$ cat config.mk
export PLATFORM = sky130hd
export DESIGN_NAME = rom_sequencer
export DESIGN_NICKNAME = d
export VERILOG_FILES = /design/src/rtl/rom_sequencer.sv
export SDC_FILE = /design/constraint.sdc
export NUM_CORES = 1
export LEC_CHECK = 0
export BUFFER_PORTS_ARGS = -buffer_cell sky130_fd_sc_hd__buf_2
export CAP_MARGIN = 20
export CORE_UTILIZATION = 29
export CTS_BUF_LIST = sky130_fd_sc_hd__clkbuf_8
export DETAILED_ROUTE_END_ITERATION = 7
export GPL_ROUTABILITY_DRIVEN = 1
export PLACE_DENSITY = 0.44
export RECOVER_POWER = 100
export SLEW_MARGIN = 20
export SYNTH_ARGS = -nofsm -noshare
export SYNTH_HDL_FRONTEND = slang
export SYNTH_SLANG_ARGS = --single-unit
$ cat constraint.sdc
create_clock -name clk -period 11.43 [get_ports clk]
set_input_delay 0.5715 -clock clk [delete_from_list [all_inputs] [get_ports clk]]
set_output_delay 0.5715 -clock clk [all_outputs]
set_load 0.02 [all_outputs]
$ cat src/rtl/rom_sequencer.sv
// Fetch/execute controller: walks a combinational program ROM, runs each
// operator/operand pair against a 32-bit accumulator and streams OUT results.
module rom_sequencer #(
  parameter logic [15:0] START_ADDR = 16'h0000,
  parameter logic [31:0] MAX_STEPS  = 32'd1000000
) (
  input  logic        clk,
  input  logic        reset,
  input  logic        start,
  output logic [15:0] rom_addr,
  input  logic [15:0] rom_operator,
  input  logic [15:0] rom_operand,
  output logic        out_valid,
  input  logic        out_ready,
  output logic [31:0] out_data,
  output logic [31:0] acc,
  output logic        busy,
  output logic        done,
  output logic        error,
  output logic [31:0] step_count
);

  typedef enum logic [2:0] {
    IDLE,
    FETCH,
    EXEC,
    OUT_WAIT,
    DONE,
    ERROR
  } state_t;

  localparam logic [15:0] OP_NOP  = 16'h0000;
  localparam logic [15:0] OP_LOAD = 16'h0001;
  localparam logic [15:0] OP_ADD  = 16'h0002;
  localparam logic [15:0] OP_SUB  = 16'h0003;
  localparam logic [15:0] OP_JMP  = 16'h0004;
  localparam logic [15:0] OP_JZ   = 16'h0005;
  localparam logic [15:0] OP_OUT  = 16'h0006;
  localparam logic [15:0] OP_HALT = 16'h0007;

  state_t      state;
  logic [15:0] instr_op;
  logic [15:0] instr_arg;
  logic [31:0] arg_ext;

  assign arg_ext = {16'h0000, instr_arg};

  always_ff @(posedge clk or negedge reset) begin
    if (!reset) begin
      state      <= IDLE;
      rom_addr   <= START_ADDR;
      instr_op   <= 16'h0000;
      instr_arg  <= 16'h0000;
      acc        <= 32'd0;
      out_data   <= 32'd0;
      out_valid  <= 1'b0;
      busy       <= 1'b0;
      done       <= 1'b0;
      error      <= 1'b0;
      step_count <= 32'd0;
    end else begin
      case (state)
        IDLE, DONE, ERROR: begin
          if (start) begin
            state      <= FETCH;
            rom_addr   <= START_ADDR;
            acc        <= 32'd0;
            step_count <= 32'd0;
            done       <= 1'b0;
            error      <= 1'b0;
            busy       <= 1'b1;
          end
        end

        FETCH: begin
          instr_op  <= rom_operator;
          instr_arg <= rom_operand;
          state     <= EXEC;
        end

        EXEC: begin
          // The watchdog traps before the instruction gets to run.
          if (step_count == MAX_STEPS) begin
            state <= ERROR;
            error <= 1'b1;
            busy  <= 1'b0;
          end else begin
            step_count <= step_count + 32'd1;
            state      <= FETCH;
            case (instr_op)
              OP_NOP:  rom_addr <= rom_addr + 16'd1;
              OP_LOAD: begin
                acc      <= arg_ext;
                rom_addr <= rom_addr + 16'd1;
              end
              OP_ADD: begin
                acc      <= acc + arg_ext;
                rom_addr <= rom_addr + 16'd1;
              end
              OP_SUB: begin
                acc      <= acc - arg_ext;
                rom_addr <= rom_addr + 16'd1;
              end
              OP_JMP:  rom_addr <= instr_arg;
              OP_JZ:   rom_addr <= (acc == 32'd0) ? instr_arg : rom_addr + 16'd1;
              OP_OUT: begin
                out_data  <= acc;
                out_valid <= 1'b1;
                state     <= OUT_WAIT;
              end
              OP_HALT: begin
                state <= DONE;
                done  <= 1'b1;
                busy  <= 1'b0;
              end
              default: begin
                state <= ERROR;
                error <= 1'b1;
                busy  <= 1'b0;
              end
            endcase
          end
        end

        OUT_WAIT: begin
          if (out_ready) begin
            out_valid <= 1'b0;
            rom_addr  <= rom_addr + 16'd1;
            state     <= FETCH;
          end
        end

        default: state <= IDLE;
      endcase
    end
  end

endmodule

==> flow_summary_export.csv <==
group,metric,value,unit
status,status,"complete, but fails checks",
status,violations,"max-capacitance violations, max-slew violations",
sta,slew_headroom,-284.6,%
grt,grt_max_degree,107,
grt,grtUsageTotal,17.08,%
setup_path,crit_buf_inv,2,
drt,dr.pass1.iters,4,
drt,vias_per_cell,5.056,
placed_design,gp_congestion,0.8568,
drt,num_vias,7554,
logic_synthesis,synth_cell_types,77,
setup_path,critPathMaxStageDelay,3960,ps
logic_synthesis,synth_edf_count,0,
logic_synthesis,syn_area,9010,sq um
drt,drt_iter0_drc,379,
setup_path,crit_family,"buffers and inverters",
hold_path,hold_path_end,"instr_arg[4]",
power_and_ir_drop,power.density,167.8,nW/um^2
floorplan,coreArea,30590,sq um
layout,num-nets-final,1156,
setup_path,r2r-start,"instr_op[9]",
job,maxCapViolCount,7,
hold_path,min-delay-start,"rom_operand[4]",
setup_path,crit_path_max_fanout,106,
drt,drt_wl_total,26400,um
layout,synthToLayoutAreaGrowth,13.50,%
setup_path,worstPathArrival,6650,ps
power_and_ir_drop,peakVddDrop,0.07350,mV
clock_network,cts_setup_buffers,0,
setup_path,r2r_cells,16,
drt,antenna_left,0,
logic_synthesis,ys_warn_count,0,
layout,drive_above_1_share,12.24,%
logic_synthesis,ys.flop_type,"dfrtp_1",
clock_network,clk_latency,480,ps
grt,antenna_found_initial,3,
clock_network,cts_tree,"yes",
clock_network,clock-sinks,151,
sta,finClkSkew,24.20,ps
clock_network,cts_hold_buf,0,
grt,grt_pass1_wl,41990,um
logic_synthesis,synth-seq-area-share,41.94,%
grt,grt.overflow.total,0,
hold_path,hold_class,"in2reg",
floorplan,ioPinCount,152,
layout,fin_cells,1494,
setup_path,endpoint_kind,"asynchronous set/reset pin",
hold_path,whs_path_depth,3,
drt,drc,0,
floorplan,die_w,178.3,um
setup_path,path_class,"in2async",
setup_path,crit_path_cell_trace,"clkbuf_1 > clkbuf_1",
power_and_ir_drop,leakage,0.004463,uW
drt,wl_per_cell,17.67,um
setup_path,r2r_end,"acc[31]",
sta,clock.fmax,0.1514,GHz
setup_path,worstPathRequired,11470,ps
clock_network,post_cts_resized,0,
setup_path,critPathSlowestCell,"clkbuf_1",
floorplan,dieArea,31780,sq um
clock_network,numCtsBuffers,17,
clock_network,h-tree-depth,4,
sta,tightestPinTransition,5769,ps
sta,hold_violations,0,
layout,final_cell_mix,"dfrtp_1 (151), clkbuf_1 (118), o21ai_0 (97)",
logic_synthesis,ys_ff_latch,151,
sta,rsz0062_at_grt,"false",
layout,layout_commonest_cell,"dfrtp_1",
clock_network,root_buffer,"clkbuf_8",
placed_design,place_inst,1459,
setup_path,critPathMostFrequentCell,"clkbuf_1",
floorplan,rows,64,
setup_path,critical_path.startpoint_type,"input pin",
setup_path,rrSetupSlack,6360,ps
placed_design,hpwl,19040,um
clock_network,cts.clk_slew.worst_paths,100,ps
logic_synthesis,syn-num-nets,1021,
sta,setup_viol,0,
sta,drv_slew,296,
grt,grt_pass1_vias,7394,
sta,fin_setup_tns,0,ps
logic_synthesis,synthArstFlopShare,100.0,%
sta,finalCriticalPeriod,6606,ps
floorplan,start_util,29.45,%
placed_design,io_buffers,151,
sta,fin_crit_sh,57.79,%
clock_network,clk_path_buf_depth,2,
logic_synthesis,netlist_instances,947,
logic_synthesis,syn_area_per_cell,9.514,sq um
floorplan,fp.dieH,178.3,um
-- cell families (layout without fill, tap and decap cells) --
family / count (synthesis) / in the layout / synth area share (%)
other: 0 / 3 / 0
DFF: 151 / 151 / 41.94
AOI/OAI and AO/OA: 252 / 252 / 18.03
buffers and inverters: 71 / 219 / 3.583
xor gates and xnor gates: 59 / 59 / 5.735
adders and majority gates: 38 / 38 / 5.360
muxes: 61 / 61 / 7.554
and+or+nand+nor: 315 / 315 / 17.80
-- report_power, final --
part	total (uW)	leakage, uW	switching (uW)	internal (uW)
Sequential	721	0.00203	112	609
Combinational	588	0.00226	354	233
Clock	407	0.000179	249	158
Total	1720	0.00446	715	1000
-- synthesized netlist by cell type (all sizes together), types with 6 or more instances --
library cell  instances  area share, %
nor3b                 7           0.58
buf                  16            1.3
ha                   37            5.1
or3                  13           0.90
and2                  6           0.47
o31ai                 8           0.82
nand4                20            1.5
nand2b               12           0.83
o2bb2ai               7           0.68
a21o                 11           0.92
nand2                90            3.8
xor2                 32            3.1
o21ai                99            5.6
xnor2                27            2.6
dfrtp               151             42
nor2                 71            3.0
nor4                 18            1.3
nand3                30            1.7
nor2b                 6           0.42
a21oi                57            3.2
inv                  32            1.3
a22o                 20            1.9
and3                 14            1.0
nor3                 14           0.78
clkbuf               22           0.92
mux2                 56            7.0
-- layout make-up --
class / instances / area [sq um]
Inverter: 33 / 125.1
Fill cell: 3331 / 20360
Sequential cell: 151 / 3779
Antenna cell: 3 / 7.507
Timing Repair Buffer: 154 / 628.1
Multi-Input combinational cell: 725 / 4823
Tap cell: 396 / 495.5
Clock buffer: 17 / 234.0
Clock inverter: 15 / 133.9
-- worst max path at each step --
stage / start / end / slack [ps] / depth (start not counted)
final: reset / step_count[30] / 4820 / 2
after global routing: reset / step_count[30] / 3180 / 2
after CTS: instr_op[9] / acc[30] / 6680 / 15
after detailed placement: instr_op[9] / acc[30] / 6710 / 15
after global placement: instr_op[9] / acc[30] / 6780 / 15
after floorplan: instr_arg[2] / acc[31] / 7620 / 17
-- per-layer routing --
layer  wire (um)  vias to the layer above  share of wire (%)  track usage (%)
met2       12350                      172                 47            27.79
li1            -                     3734                  -                -
met3        1338                       16                5.1            4.071
met1       12470                     3632                 47            22.90
met5           0                        -                  0                0
met4         234                        0               0.89            3.602
-- worst min-delay path: stages --
cell and delay, ps:
buf_2 80, nand2_1 40, o21ai_0 60
-- sequential cells by signal, indices dropped and copies added (netlist names) --
register and cells:
error 1, busy 1, done 1, instr_op 16, instr_arg 16, acc 32, out_valid 1, rom_addr 16
state 3, step_count 32, out_data 32
-- metrics by stage --
stage | power (uW) | setup WS, ps | instance area [sq um] | utilization [%] | hold slack (ps)
after CTS | 1761 | 6678 | 10480 | 34.26 | 256.7
after global placement | 1341 | 6784 | 10110 | 33.05 | 472.3
after detailed placement | 1338 | 6706 | 10110 | 33.05 | 485.0
after global routing | 1845 | 3183 | 10220 | 33.41 | 284.8
after floorplan | 1170 | 7624 | 9010 | - | 275.9
final | 1716 | 4824 | 10230 | 33.43 | 310.9
Note: power is estimated with default switching activity, not from simulation.
